===== src/rtl/run_ctrl.sv =====
`timescale 1ns/1ps
// run_ctrl
// Run/reset controller for the pipelined 6502 system. On a start request it
// sequences a staggered per-channel synchronous reset, then runs the core
// while counting cycles and memory stalls. The run ends on a self-loop trap
// (instruction address held constant), a cycle timeout, or an abort.
//
// Ports:
//   clk_i       in   1      clock, rising edge
//   rst_i       in   1      synchronous active-high reset
//   start_i     in   1      start request (IDLE, DONE)
//   abort_i     in   1      abort (PRE, RESET, RUN)
//   stl_i       in   1      memory stall
//   inst_adr_i  in   ADR_W  current instruction address
//   ch_rst_o    out  N_CH   per-channel system reset, active-high
//   run_o       out  1      high in RUN
//   busy_o      out  1      high in PRE, RESET, RUN
//   done_o      out  1      high in DONE
//   trap_o      out  1      run ended by trap
//   timeout_o   out  1      run ended by timeout
//   trap_adr_o  out  ADR_W  trapped address
//   cyc_cnt_o   out  CNT_W  RUN cycle counter
//   stl_cnt_o   out  CNT_W  stalled RUN cycles, saturating
//
// state | meaning
// IDLE  | waiting for start, channels released
// PRE   | delay before reset assertion
// RESET | channels held in reset, released one by one
// RUN   | core running, counters and trap matcher active
// DONE  | run terminated, channels frozen in reset, results held
module run_ctrl #(
  parameter int ADR_W       = 16,
  parameter int CNT_W       = 32,
  parameter int N_CH        = 2,
  parameter int RST_DLY     = 2,
  parameter int RST_LEN     = 3,
  parameter int CH_STAGGER  = 1,
  parameter int TIMEOUT_CYC = 100,
  parameter int TRAP_CYC    = 4
) (
  input  logic             clk_i,
  input  logic             rst_i,
  input  logic             start_i,
  input  logic             abort_i,
  input  logic             stl_i,
  input  logic [ADR_W-1:0] inst_adr_i,
  output logic [N_CH-1:0]  ch_rst_o,
  output logic             run_o,
  output logic             busy_o,
  output logic             done_o,
  output logic             trap_o,
  output logic             timeout_o,
  output logic [ADR_W-1:0] trap_adr_o,
  output logic [CNT_W-1:0] cyc_cnt_o,
  output logic [CNT_W-1:0] stl_cnt_o
);

  localparam logic [2:0] S_IDLE  = 3'd0;
  localparam logic [2:0] S_PRE   = 3'd1;
  localparam logic [2:0] S_RESET = 3'd2;
  localparam logic [2:0] S_RUN   = 3'd3;
  localparam logic [2:0] S_DONE  = 3'd4;

  // Total RESET-state cycles: the last channel releases last.
  localparam int RST_TOT = RST_LEN + (N_CH - 1) * CH_STAGGER;
  localparam int M_W     = $clog2(TRAP_CYC + 1);

  logic [2:0]       r_state, w_state_nxt;
  logic [31:0]      r_tmr, w_tmr_nxt;
  logic [N_CH-1:0]  r_ch_rst, w_ch_rst_nxt;
  logic             r_run, r_busy, r_done;
  logic             r_trap, w_trap_nxt;
  logic             r_timeout, w_timeout_nxt;
  logic [ADR_W-1:0] r_trap_adr, w_trap_adr_nxt;
  logic [CNT_W-1:0] r_cyc, w_cyc_nxt;
  logic [CNT_W-1:0] r_stl, w_stl_nxt;
  logic [ADR_W-1:0] r_ref, w_ref_nxt;
  logic [M_W-1:0]   r_match, w_match_nxt;
  logic             w_hit_trap, w_hit_to;

  always_comb begin
    w_state_nxt    = r_state;
    w_tmr_nxt      = r_tmr;
    w_ch_rst_nxt   = r_ch_rst;
    w_trap_nxt     = r_trap;
    w_timeout_nxt  = r_timeout;
    w_trap_adr_nxt = r_trap_adr;
    w_cyc_nxt      = r_cyc;
    w_stl_nxt      = r_stl;
    w_ref_nxt      = r_ref;
    w_match_nxt    = r_match;
    w_hit_trap     = 1'b0;
    w_hit_to       = 1'b0;

    case (r_state)
      S_IDLE, S_DONE: begin
        if (start_i) begin
          w_trap_nxt     = 1'b0;
          w_timeout_nxt  = 1'b0;
          w_trap_adr_nxt = '0;
          w_cyc_nxt      = '0;
          w_stl_nxt      = '0;
          if (RST_DLY == 0) begin
            w_state_nxt  = S_RESET;
            w_ch_rst_nxt = {N_CH{1'b1}};
            w_tmr_nxt    = 32'(RST_TOT - 1);
          end else begin
            w_state_nxt  = S_PRE;
            w_ch_rst_nxt = '0;
            w_tmr_nxt    = 32'((RST_DLY > 0) ? RST_DLY - 1 : 0);
          end
        end
      end

      S_PRE: begin
        if (abort_i) begin
          w_state_nxt  = S_IDLE;
          w_ch_rst_nxt = '0;
        end else if (r_tmr == 32'd0) begin
          w_state_nxt  = S_RESET;
          w_ch_rst_nxt = {N_CH{1'b1}};
          w_tmr_nxt    = 32'(RST_TOT - 1);
        end else begin
          w_tmr_nxt = r_tmr - 32'd1;
        end
      end

      S_RESET: begin
        if (abort_i) begin
          w_state_nxt  = S_IDLE;
          w_ch_rst_nxt = '0;
        end else begin
          // r_tmr counts remaining RESET cycles after this one; channel k
          // stays asserted while more than its stagger slack remains.
          for (int k = 0; k < N_CH; k++) begin
            w_ch_rst_nxt[k] = (r_tmr > 32'((N_CH - 1 - k) * CH_STAGGER));
          end
          if (r_tmr == 32'd0) begin
            w_state_nxt = S_RUN;
            w_match_nxt = '0;
          end else begin
            w_tmr_nxt = r_tmr - 32'd1;
          end
        end
      end

      S_RUN: begin
        if (abort_i) begin
          w_state_nxt  = S_IDLE;
          w_ch_rst_nxt = '0;
        end else begin
          if (stl_i && (r_stl != {CNT_W{1'b1}})) begin
            w_stl_nxt = r_stl + 1'b1;
          end

          // A zero match count marks the first RUN cycle: always load.
          if (r_match == '0) begin
            w_ref_nxt   = inst_adr_i;
            w_match_nxt = M_W'(1);
          end else if (!stl_i) begin
            if (inst_adr_i == r_ref) begin
              w_match_nxt = r_match + 1'b1;
            end else begin
              w_ref_nxt   = inst_adr_i;
              w_match_nxt = M_W'(1);
            end
          end

          w_hit_trap = (w_match_nxt == M_W'(TRAP_CYC));
          w_hit_to   = (r_cyc == CNT_W'(TIMEOUT_CYC - 1));

          // The deciding cycle does not advance the cycle counter, so it
          // freezes at the count of the cycle that ended the run.
          if (w_hit_trap) begin
            w_state_nxt    = S_DONE;
            w_trap_nxt     = 1'b1;
            w_trap_adr_nxt = w_ref_nxt;
            w_ch_rst_nxt   = {N_CH{1'b1}};
          end else if (w_hit_to) begin
            w_state_nxt    = S_DONE;
            w_timeout_nxt  = 1'b1;
            w_ch_rst_nxt   = {N_CH{1'b1}};
          end else begin
            w_cyc_nxt = r_cyc + 1'b1;
          end
        end
      end

      default: begin
        w_state_nxt  = S_IDLE;
        w_ch_rst_nxt = '0;
      end
    endcase
  end

  always_ff @(posedge clk_i) begin
    if (rst_i) begin
      r_state    <= S_IDLE;
      r_tmr      <= '0;
      r_ch_rst   <= '0;
      r_run      <= 1'b0;
      r_busy     <= 1'b0;
      r_done     <= 1'b0;
      r_trap     <= 1'b0;
      r_timeout  <= 1'b0;
      r_trap_adr <= '0;
      r_cyc      <= '0;
      r_stl      <= '0;
      r_ref      <= '0;
      r_match    <= '0;
    end else begin
      r_state    <= w_state_nxt;
      r_tmr      <= w_tmr_nxt;
      r_ch_rst   <= w_ch_rst_nxt;
      r_run      <= (w_state_nxt == S_RUN);
      r_busy     <= (w_state_nxt == S_PRE) || (w_state_nxt == S_RESET) ||
                    (w_state_nxt == S_RUN);
      r_done     <= (w_state_nxt == S_DONE);
      r_trap     <= w_trap_nxt;
      r_timeout  <= w_timeout_nxt;
      r_trap_adr <= w_trap_adr_nxt;
      r_cyc      <= w_cyc_nxt;
      r_stl      <= w_stl_nxt;
      r_ref      <= w_ref_nxt;
      r_match    <= w_match_nxt;
    end
  end

  assign ch_rst_o   = r_ch_rst;
  assign run_o      = r_run;
  assign busy_o     = r_busy;
  assign done_o     = r_done;
  assign trap_o     = r_trap;
  assign timeout_o  = r_timeout;
  assign trap_adr_o = r_trap_adr;
  assign cyc_cnt_o  = r_cyc;
  assign stl_cnt_o  = r_stl;

endmodule


===== config.mk =====
export PLATFORM = sky130hd
export DESIGN_NAME = run_ctrl
export DESIGN_NICKNAME = d
export VERILOG_FILES = /design/src/rtl/run_ctrl.sv
export SDC_FILE = /design/constraint.sdc
export NUM_CORES = 1
export LEC_CHECK = 0
export CORE_MARGIN = 2
export CORE_UTILIZATION = 55
export CTS_CLUSTER_DIAMETER = 150
export DETAILED_ROUTE_END_ITERATION = 10
export GPL_TIMING_DRIVEN = 0
export PLACE_DENSITY = 0.79
export SLEW_MARGIN = 10
export SYNTH_ARGS = -nofsm -noshare
export SYNTH_HDL_FRONTEND = slang
export SYNTH_SLANG_ARGS = --single-unit

===== constraint.sdc =====
create_clock -name clk_i -period 3 [get_ports clk_i]
set_input_delay 0.6 -clock clk_i [delete_from_list [all_inputs] [get_ports clk_i]]
set_output_delay 0.6 -clock clk_i [all_outputs]
set_load 0.01 [all_outputs]

==> impl_metrics.json <==
{
  "min_path_type": "flop to flop",
  "rows": 41,
  "grt_overflow": 0,
  "initial_core_util_pct": 56.9,
  "p_leak_nw": 3.27,
  "tritoncts": "done",
  "drc": 0,
  "synth_edf_count": 0,
  "cap_viol_max_count": 0,
  "firstDrtPassIters": 5,
  "pre_cts_ws_ps": -966,
  "grt_pass1_wl_mm": 31.3,
  "hold_buffers": 0,
  "post-route-min-period_ps": 2840,
  "dieArea_mm2": 0.0141,
  "power_mw": 6.58,
  "powerDensity_mw_per_mm2": 717,
  "h-tree-depth": 4,
  "setup_ws_ps": 161,
  "crit_fanout": 10,
  "totalWireLength_mm": 18.7,
  "cts-root-buf": "clkbuf_16",
  "hpwl_mm": 13.1,
  "finalCritPeriodShare_pct": 94.6,
  "port_buffers": 107,
  "synth.cell_area_mm2": 0.00726,
  "worst_clock_skew_ps": 6.87,
  "ys_types": 70,
  "postPlaceCellArea_mm2": 0.00855,
  "grt_usage_pct": 26.6,
  "drt_iter0_drc": 785,
  "synth_seq_cells": 141,
  "core_region_area_mm2": 0.0128,
  "clock_tree.buffer_depth": 2,
  "ys_seq_area_share_pct": 38.9,
  "peakVddDrop_uv": 1050,
  "endpoint_kind": "flop",
  "ios": 108,
  "yosysWarnings": 0,
  "start_kind": "flop",
  "antenna_left": 0,
  "hold_viol": 0,
  "synth_area_per_cell_um2": 8.25,
  "fin_util_pct": 71.9,
  "cts.sinks": 141,
  "ys.flop_type": "dfxtp_1",
  "syn_inst": 880,
  "fin_nets": 1032,
  "slew_viol_final": 0,
  "finish.instance_area_mm2": 0.00919,
  "die_w_um": 119,
  "avgRoutedWirePerCell_um": 15.7,
  "syn2layout_area_growth_pct": 26.5,
  "fin_setup_tns_ps": 0,
  "fillers": 1005,
  "worst_pin_slew_ps": 849,
  "hp-start": "trap_o",
  "routabilityCongestion": 0.908,
  "antenna_found_initial": 0,
  "r2r-start": "r_match[0]",
  "dp.cells": 1159,
  "startpoint": "r_match[0]",
  "synthArstFlopShare_pct": 0,
  "grt_max_degree": 17,
  "grt_pass1_vias": 6545,
  "clock_latency_ps": 430,
  "dr_total_vias": 7160,
  "diodes": 0,
  "crit_arrival_ps": 3210,
  "rsz0062_at_grt": "false",
  "final_layout_size_suffix_gt1_share_pct": 7.66,
  "instances_no_fill": 1190,
  "setup-violations-final": 0,
  "critPathKind": "flop to flop",
  "cts-buffers-inserted": 17,
  "slew_headroom_pct": 42.9,
  "synth_nets": 907,
  "timing.fmax_ghz": 0.352,
  "cp.required_ps": 3370,
  "outcome": "finished clean",
  "fp.dieH_um": 119,
  "vias_per_cell": 6.02,
  "timing.hold.ws_ps": 451,
  "clk_pin_slew_ps": 60
}
-- where the power goes --
group,total [mW],internal [mW],leakage [nW],switching (mW)
clock,2.02,1.18,0.264,0.838
sequential,2.25,2.06,1.14,0.196
combinational,2.31,0.969,1.86,1.34
-- critical path, cell delays in order (launching register included) --
cell      delay (ps)
dfxtp_1          420
inv_1             90
ha_1             350
nor4b_2          390
a211oi_2         130
o221ai_1         300
a21o_1           140
clkbuf_2         240
clkbuf_4         260
clkbuf_4         230
nand3_1          100
nand3_1          110
-- flip-flops by register name (all words and copies together) (netlist names) --
name / cells
run_o: 1
r_ref: 16
trap_adr_o: 16
ch_rst_o: 2
timeout_o: 1
done_o: 1
r_match: 3
stl_cnt_o: 32
cyc_cnt_o: 32
trap_o: 1
r_state: 3
busy_o: 1
r_tmr: 32
-- final timing paths --
check / endpoint / slack (ps) / cells after the start
max: cyc_cnt_o[14] / 160 / 11
min: trap_o / 450 / 2
max reg2reg: cyc_cnt_o[14] / 160 / 11
min reg2reg: trap_o / 450 / 2
-- cell usage in the layout, fill, tap and decap left out, types with 15 or more instances in the layout --
cell and count:
dfxtp_1 141, clkdlybuf4s50_1 107, nor2_1 90, nand2_1 87, nand4_1 52, nand3_1 51, o21ai_0 45, xor2_1 44
clkbuf_1 31, a21oi_1 30, nor4_1 27, xnor2_1 25, mux2i_1 23, inv_1 19, or4_1 19, nor3_1 19
and3_1 17, clkbuf_16 17, or3_1 16, o211ai_1 15
-- logic make-up after synthesis --
family	count (synthesis)	synth area share [%]
mux	25	3.48
flops	141	38.9
simple gates	437	32.9
buf+inv	67	3.88
compound gates	135	11.6
xor+xnor	69	8.32
fa+ha+maj	6	1.03
-- cells in the mapped netlist (4+ instances only) --
| cell type | count | share of area (%) |
|---|---|---|
| dfxtp_1 | 141 | 39 |
| nor2_1 | 90 | 4.7 |
| nand2_1 | 87 | 4.5 |
| nand4_1 | 52 | 4.5 |
| nand3_1 | 51 | 3.5 |
| o21ai_0 | 45 | 3.1 |
| xor2_1 | 44 | 5.3 |
| clkbuf_1 | 38 | 2.0 |
| a21oi_1 | 31 | 2.1 |
| nor4_1 | 29 | 2.5 |
| xnor2_1 | 25 | 3.0 |
| mux2i_1 | 23 | 3.2 |
| nor3_1 | 20 | 1.4 |
| inv_1 | 19 | 0.98 |
| or4_1 | 19 | 2.0 |
| and3_1 | 17 | 1.5 |
| or3_1 | 16 | 1.4 |
| o211ai_1 | 15 | 1.6 |
| o31ai_1 | 8 | 0.83 |
| nor4b_1 | 7 | 0.84 |
| a211oi_1 | 6 | 0.62 |
| and2_1 | 6 | 0.52 |
| ha_1 | 6 | 1.0 |
| nand2b_1 | 5 | 0.43 |
| and4_1 | 4 | 0.48 |
| o21ai_1 | 4 | 0.28 |
-- layout make-up --
type | count | area, um2 | share of cell area [%]
plain buffers | 47 | 219 | 2.38
clock buffers | 19 | 453 | 4.93
clock inverters | 13 | 116 | 1.27
inverters | 19 | 71.3 | 0.776
multi-input cells | 672 | 4220 | 45.9
flip-flops and latches | 141 | 2820 | 30.7
well taps | 172 | 215 | 2.34
repair buffers | 107 | 1070 | 11.7
-- routing by layer --
layer  part of all wire (%)  track usage (%)  wire [um]
met1                     44             35.1       8310
met2                     48             43.6       9070
met3                    5.3             4.55        986
met4                    1.8             10.0        345
met5                      0                0          0
-- timing repair --
| item | CTS | global route |
|---|---|---|
| buffers inserted | 0 | 0 |
| endpoints found under the setup margin | 53 | 86 |
| resized for setup | 8 | 15 |
| hold endpoints to repair | 0 | 0 |
| pin swaps | 0 | 2 |
Power figures use the tool's default switching activity.
